[config.mk]
export PLATFORM = sky130hd
export DESIGN_NAME = calc_datapath
export DESIGN_NICKNAME = d
export VERILOG_FILES = /design/src/rtl/calc_pkg.sv /design/src/rtl/bin2bcd.sv /design/src/rtl/calc_datapath.sv
export SDC_FILE = /design/constraint.sdc
export NUM_CORES = 1
export LEC_CHECK = 0
export BUFFER_PORTS_ARGS = -buffer_cell sky130_fd_sc_hd__buf_2
export CAP_MARGIN = 0
export CORE_UTILIZATION = 60
export CTS_CLUSTER_SIZE = 10
export DETAILED_ROUTE_END_ITERATION = 7
export PLACE_DENSITY = 0.89
export SETUP_SLACK_MARGIN = 0.05
export SLEW_MARGIN = 20
export SYNTH_ARGS = -nofsm -noshare
export SYNTH_HDL_FRONTEND = slang
export SYNTH_HIERARCHICAL = 1
export SYNTH_SLANG_ARGS = --single-unit
[constraint.sdc]
create_clock -name clk -period 3.4 [get_ports clk]
set_input_delay 0.68 -clock clk [delete_from_list [all_inputs] [get_ports clk]]
set_output_delay 0.68 -clock clk [all_outputs]
set_load 0.005 [all_outputs]
[src/rtl/calc_pkg.sv]
// Shared types and constants for the calculator datapath: FSM state
// encoding, operation encodings and default operand/BCD sizes.
package calc_pkg;

    typedef enum logic [1:0] {
        ST_IDLE = 2'd0,
        ST_MUL  = 2'd1,
        ST_CONV = 2'd2,
        ST_DONE = 2'd3
    } state_e;

    localparam logic OP_ADD = 1'b0;
    localparam logic OP_MUL = 1'b1;

    localparam int DEF_WIDTH      = 8;
    localparam int DEF_BCD_DIGITS = 5;

    // Width of a counter that must be able to hold the value n.
    function automatic int cnt_w(input int n);
        return (n < 2) ? 1 : $clog2(n + 1);
    endfunction

endpackage

[src/rtl/bin2bcd.sv]
// Sequential double-dabble converter. A start pulse loads the binary
// value; one adjust-and-shift step runs per cycle for BIN_W cycles.
// done_o is high during the final step, on whose edge bcd_o updates.
module bin2bcd
    import calc_pkg::*;
#(
    parameter int BIN_W  = 16,
    parameter int DIGITS = 5
) (
    input  logic                  clk,
    input  logic                  clr,
    input  logic                  rst_n,
    input  logic                  start_i,
    input  logic [BIN_W-1:0]      bin_i,
    output logic [4*DIGITS-1:0]   bcd_o,
    output logic                  done_o
);
    localparam int BCD_W = 4 * DIGITS;
    localparam int CNT_W = cnt_w(BIN_W);

    logic [BIN_W-1:0] bin_q;
    logic [BCD_W-1:0] work_q;
    logic [BCD_W-1:0] bcd_q;
    logic [CNT_W-1:0] cnt_q;
    logic             busy_q;
    logic             last_w;

    // One double-dabble step: add 3 to every digit >= 5, then shift in msb.
    function automatic logic [BCD_W-1:0] dd_step(input logic [BCD_W-1:0] w,
                                                 input logic msb);
        logic [BCD_W-1:0] adj;
        adj = w;
        for (int d = 0; d < DIGITS; d++) begin
            if (adj[4*d +: 4] >= 4'd5)
                adj[4*d +: 4] = adj[4*d +: 4] + 4'd3;
        end
        return {adj[BCD_W-2:0], msb};
    endfunction

    assign last_w = busy_q && (cnt_q == CNT_W'(BIN_W - 1));
    assign done_o = last_w;
    assign bcd_o  = bcd_q;

    // Conversion sequencer: load on start, shift while busy, publish at the end.
    always_ff @(posedge clk or negedge clr) begin
        if (!clr) begin
            bin_q  <= '0;
            work_q <= '0;
            bcd_q  <= '0;
            cnt_q  <= '0;
            busy_q <= 1'b0;
        end else if (!rst_n) begin
            bin_q  <= '0;
            work_q <= '0;
            bcd_q  <= '0;
            cnt_q  <= '0;
            busy_q <= 1'b0;
        end else if (start_i) begin
            bin_q  <= bin_i;
            work_q <= '0;
            cnt_q  <= '0;
            busy_q <= 1'b1;
        end else if (busy_q) begin
            work_q <= dd_step(work_q, bin_q[BIN_W-1]);
            bin_q  <= bin_q << 1;
            cnt_q  <= cnt_q + 1'b1;
            if (last_w) begin
                busy_q <= 1'b0;
                bcd_q  <= dd_step(work_q, bin_q[BIN_W-1]);
            end
        end
    end

endmodule

[src/rtl/calc_datapath.sv]
// Calculator datapath: operand registers, add / shift-add multiply,
// BCD conversion via bin2bcd, and a registered display word.
// Operands are snapshotted on an accepted start so later loads cannot
// disturb a running operation.
module calc_datapath
    import calc_pkg::*;
#(
    parameter int WIDTH      = DEF_WIDTH,
    parameter int BCD_DIGITS = DEF_BCD_DIGITS
) (
    input  logic                    clk,
    input  logic                    clr,
    input  logic                    rst_n,
    input  logic                    loadA_n,
    input  logic                    loadB_n,
    input  logic                    loadZ_n,
    input  logic                    loadOU_n,
    input  logic                    IUAU,
    input  logic                    fn,
    input  logic [WIDTH-1:0]        sw,
    output logic [2*WIDTH-1:0]      result,
    output logic [4*BCD_DIGITS-1:0] bcd,
    output logic                    busy,
    output logic                    done,
    output logic [2*WIDTH-1:0]      disp
);
    localparam int RES_W = 2 * WIDTH;
    localparam int BCD_W = 4 * BCD_DIGITS;
    localparam int MC_W  = cnt_w(WIDTH);

    state_e           state_q, state_d;
    logic [WIDTH-1:0] a_q, b_q;
    logic [WIDTH-1:0] mplier_q, mplier_d;
    logic [RES_W-1:0] mcand_q, mcand_d;
    logic [RES_W-1:0] result_q, result_d;
    logic [RES_W-1:0] disp_q;
    logic [MC_W-1:0]  mcnt_q, mcnt_d;
    logic             loadz_prev_q;
    logic             start_w, accept_w, mul_last_w;
    logic             conv_start_w, conv_done_w;
    logic [BCD_W-1:0] bcd_w;

    // A start is a 1->0 transition of loadZ_n, honoured only when not busy.
    assign start_w    = loadz_prev_q && !loadZ_n;
    assign accept_w   = start_w && (state_q == ST_IDLE || state_q == ST_DONE);
    assign mul_last_w = (state_q == ST_MUL) && (mcnt_q == MC_W'(WIDTH - 1));
    // Converter is loaded with the value the result register is about to hold.
    assign conv_start_w = (accept_w && fn == OP_ADD) || mul_last_w;

    // FSM state register.
    always_ff @(posedge clk or negedge clr) begin
        if (!clr)
            state_q <= ST_IDLE;
        else if (!rst_n)
            state_q <= ST_IDLE;
        else
            state_q <= state_d;
    end

    // FSM next-state logic.
    always_comb begin
        state_d = state_q;
        case (state_q)
            ST_IDLE, ST_DONE: if (accept_w) state_d = (fn == OP_MUL) ? ST_MUL : ST_CONV;
            ST_MUL:           if (mul_last_w) state_d = ST_CONV;
            ST_CONV:          if (conv_done_w) state_d = ST_DONE;
            default:          state_d = ST_IDLE;
        endcase
    end

    // FSM outputs.
    always_comb begin
        busy = (state_q == ST_MUL) || (state_q == ST_CONV);
        done = (state_q == ST_DONE);
    end

    // Arithmetic next-state: snapshot on start, one shift-add step per MUL cycle.
    always_comb begin
        result_d = result_q;
        mcand_d  = mcand_q;
        mplier_d = mplier_q;
        mcnt_d   = mcnt_q;
        if (accept_w) begin
            if (fn == OP_MUL) begin
                result_d = '0;
                mcand_d  = {{WIDTH{1'b0}}, a_q};
                mplier_d = b_q;
                mcnt_d   = '0;
            end else begin
                result_d = {{WIDTH{1'b0}}, a_q} + {{WIDTH{1'b0}}, b_q};
            end
        end else if (state_q == ST_MUL) begin
            if (mplier_q[0])
                result_d = result_q + mcand_q;
            mcand_d  = mcand_q << 1;
            mplier_d = mplier_q >> 1;
            mcnt_d   = mcnt_q + 1'b1;
        end
    end

    // Operand, arithmetic, start-detect and display registers.
    always_ff @(posedge clk or negedge clr) begin
        if (!clr) begin
            a_q          <= '0;
            b_q          <= '0;
            result_q     <= '0;
            mcand_q      <= '0;
            mplier_q     <= '0;
            mcnt_q       <= '0;
            disp_q       <= '0;
            loadz_prev_q <= 1'b1;
        end else if (!rst_n) begin
            a_q          <= '0;
            b_q          <= '0;
            result_q     <= '0;
            mcand_q      <= '0;
            mplier_q     <= '0;
            mcnt_q       <= '0;
            disp_q       <= '0;
            loadz_prev_q <= 1'b1;
        end else begin
            if (!loadA_n) a_q <= sw;
            if (!loadB_n) b_q <= sw;
            result_q     <= result_d;
            mcand_q      <= mcand_d;
            mplier_q     <= mplier_d;
            mcnt_q       <= mcnt_d;
            loadz_prev_q <= loadZ_n;
            if (loadOU_n)
                disp_q <= '0;
            else if (!IUAU)
                disp_q <= {a_q, b_q};
            else
                disp_q <= bcd_w[RES_W-1:0];
        end
    end

    bin2bcd #(
        .BIN_W  (RES_W),
        .DIGITS (BCD_DIGITS)
    ) u_bin2bcd (
        .clk     (clk),
        .clr     (clr),
        .rst_n   (rst_n),
        .start_i (conv_start_w),
        .bin_i   (result_d),
        .bcd_o   (bcd_w),
        .done_o  (conv_done_w)
    );

    assign result = result_q;
    assign bcd    = bcd_w;
    assign disp   = disp_q;

endmodule

==> flow_summary.ini <==
[sta]
period_minus_slack_ns = 2.857
slew-limit-headroom_pct = 30.79
worst-slew-pin-transition_ns = 1.034
final_setup_violation_count = 0
clock.fmax_mhz = 350.0
timing.final.max_slew_violations = 0
rsz0062_at_grt = no
setup-tns-final_ns = 0
finalCritPeriodShare_pct = 84.02
hold_violations = 0
timing.clock.skew_ns = 0.01451

[placement]
port-buffer-count = 70
gp_routability_congestion = 0.9261
detailed_place_hpwl_um = 13460
postPlaceCellArea_um2 = 8351
place.detailed.instances = 1046

[clocking]
clk_root_buffer_cell = clkbuf_16
clock_buffer_depth = 2
postCtsSetupRepairBufs = 0
clock_latency_ns = 0.44
number_of_sinks_handled_by_clock_tree_synthesis = 141
cts.clk_slew.worst_paths_ns = 0.06
cts_tree = done
hold_buffers = 0
cts_max_level = 4
post_cts_resize_count = 0
cts_buffers = 17

[logic_synthesis]
post_synth_main_area_contributors = dfrtp_1 (44%), mux2i_1 (8.4%), ha_1 (6.2%)
synth_edf_count = 0
synth_largest_type_area_fraction_pct = 44.49
dominant_combinational_cell_family_by_area_after_synthesis = simple AND/OR/NAND/NOR gates
synth_top_cell_by_area = dfrtp_1
yosys_most_used_dff = dfrtp_1
post_synth_and_or_nand_nor_area_fraction_pct = 17.18
ys_seq_area_share_pct = 44.83
synth.net_count = 895
synthArstFlopShare_pct = 100.0
synth-warning-count = 6
synthMuxAreaShare_pct = 8.676
syn_inst = 837
synth_area_um2 = 7874
synth.distinct_cells = 62
post_synth.cell_area_avg_um2 = 9.407
post_synth_fa_ha_maj_area_fraction_pct = 6.706
synth.ff_latch_count = 141
synth_xor_area_share_pct = 2.002
synth_compound_gate_area_share_pct = 16.57

[drt]
drt_first_pass_iters = 5
mean_routed_wirelength_per_cell_um = 19.37
wl_met1_um = 8338
drt-initial-drc-count = 666
post-route-drc-count = 0
postRouteAntennaNets = 0
top_layer = met4
detail_route.vias_per_cell = 6.257
route.met3.wl_um = 1730
routed-via-count = 6733
totalWireLength_um = 20850
routed-wl-met2_um = 9913

[global_route]
antenna_found_initial = 0
grt_use_total_pct = 32.62
pin_count_of_the_biggest_net_entering_global_routing = 76
first_pass_grt_wire_length_um = 33060
first_global_vias = 6385
grt_remaining_overflow = 0

[die]
die_x_um = 116.6
die_height_um = 116.6
core_area_um2 = 12720
floorplan.die_area_um2 = 13590
core.rowCount = 41
io-pin-count = 71
initial_utilization_pct = 61.89

[power]
total_power_mw = 5.187
power.density_nw_per_um2 = 578.8
leakage_nw = 4.273
max-vdd-ir-drop_mv = 0.3954

[layout]
finalInstanceArea_um2 = 8962
layoutNonFillerInstCount = 1076
drive_above_1_share_pct = 14.38
area_growth_pct = 13.82
insertedDiodeCount = 0
nNetsFinal = 951

[critical_path]
cp_data_required_time_ns = 3.72
worst_ep_arrival_time_ns = 3.18
cp_max_fo = 4
crit_start = mcand_q[0]
worstReg2RegStart = mcand_q[0]
worst_setup_path_end_kind = flop
criticalPathCategory = flop to flop
startpoint_kind_of_the_worst_setup_timing_path = flop

[hold_path]
path_type_of_the_worst_min_delay_path = input pin to async pin

[flow_run]
max_cap_violations = 0

[outcome]
outcome = completed
cell usage after synthesis, drive strengths merged, types with 9 or more instances:
master	count
dfrtp	140
nand2	105
nor2	86
o21ai	73
mux2i	66
a21oi	50
ha	39
clkbuf	33
inv	29
and2	24
nand3	18
a311oi	15
xnor2	15
a22o	12
buf	12
nand2b	12
a21o	11
nor2b	11
a31oi	10
a211oi	9
per-layer routing:
metal,GRT usage (%),vias up
li1,-,3053
met1,42.40,3263
met2,50.49,347
met3,7.940,70
met4,17.81,0
met5,0,-
layout by cell type, fill, tap and decap left out, types with 3 or more instances in the layout:
master / instances
dfrtp_1: 139
a22o_1: 12
nor2_1: 86
xor2_1: 3
a21o_1: 11
nor2b_1: 10
a21oi_1: 44
buf_4: 11
nand4_1: 3
o21ai_0: 66
or3_1: 4
mux2i_1: 65
ha_1: 39
buf_2: 69
a311oi_1: 15
nor3b_1: 6
clkbuf_16: 17
a31oi_1: 10
inv_1: 28
and2_1: 24
o22ai_1: 4
a2111oi_0: 3
o21ai_1: 7
nor3_1: 6
nand3_1: 18
a21oi_2: 6
and3_1: 4
nand2b_1: 11
o211ai_1: 3
clkinvlp_4: 3
bufinv_16: 4
xnor2_1: 15
nand3b_1: 3
nand2_1: 104
a211oi_1: 8
report_power, final:
| group | total, mW | switching [mW] | internal, mW |
|---|---|---|---|
| Combinational | 1.27 | 0.828 | 0.441 |
| Sequential | 1.95 | 0.132 | 1.82 |
| Clock | 1.97 | 0.730 | 1.24 |
| Total | 5.19 | 1.69 | 3.50 |
worst paths after layout:
| check | endpoint | slack [ns] | depth (start not counted) |
|---|---|---|---|
| min | mcnt_q[1] | 0.27 | 1 |
| max in group asynchronous | u_bin2bcd/cnt_q[4] | 2.35 | 2 |
| max | u_bin2bcd/bin_q[14] | 0.54 | 11 |
| min reg2reg | u_bin2bcd/bcd_o[16] | 0.49 | 2 |
| min in group clk | loadz_prev_q | 0.48 | 2 |
| max reg2reg | u_bin2bcd/bin_q[14] | 0.54 | 11 |
kinds of logic (layout without fill, tap and decap cells):
group                    Yosys count  in the layout
XOR/XNOR                          18             18
flip-flops                       141            141
multiplexers                      68             68
AND/OR/NAND/NOR                  289            289
adder cells (fa/ha/maj)           41             41
buffers and inverters             74            141
AO/OA/AOI/OAI                    206            206
area by class of cell:
class                      count  area [um^2]
multi-input combinational    622         4036
tap                          172        215.2
clock inverter                10        165.2
sequential                   141         3531
timing repair buffer          82        459.2
fill                         923         3760
clock buffer                  20        446.7
inverter                      29        108.9
metrics by stage:
step	worst slack (ns)	util (%)	hold slack, ns
2_1_floorplan	0.7938	-	0.3844
3_3_place_gp	0.6558	65.64	0.4704
3_5_place_dp	0.5934	65.64	0.4798
4_1_cts	0.5849	70.45	0.3084
5_1_grt	0.3851	70.45	0.3348
6_report	0.5432	70.45	0.2743
registers in the layout (all words and copies together), names as in the netlist:
name and cells:
u_bin2bcd/bcd_o 20, mcnt_q 4, u_bin2bcd/work_q 20, state_q 2, result 16, a_q 8, u_bin2bcd/busy_q 1, disp 16
u_bin2bcd/bin_q 16, mcand_q 16, loadz_prev_q 1, mplier_q 8, b_q 8, u_bin2bcd/cnt_q 5
worst max-delay path, stage by stage (launching register included):
cell and delay [ns]:
dfrtp_1 0.40, ha_1 0.25, fa_1 0.45, a211oi_1 0.33, o21ai_1 0.19, nor4bb_1 0.18
a211o_1 0.27, a211oi_1 0.31, nor2_1 0.08, nand2_1 0.07, o21ai_0 0.06, and2_1 0.17
Note: power is estimated with default switching activity, not from simulation.
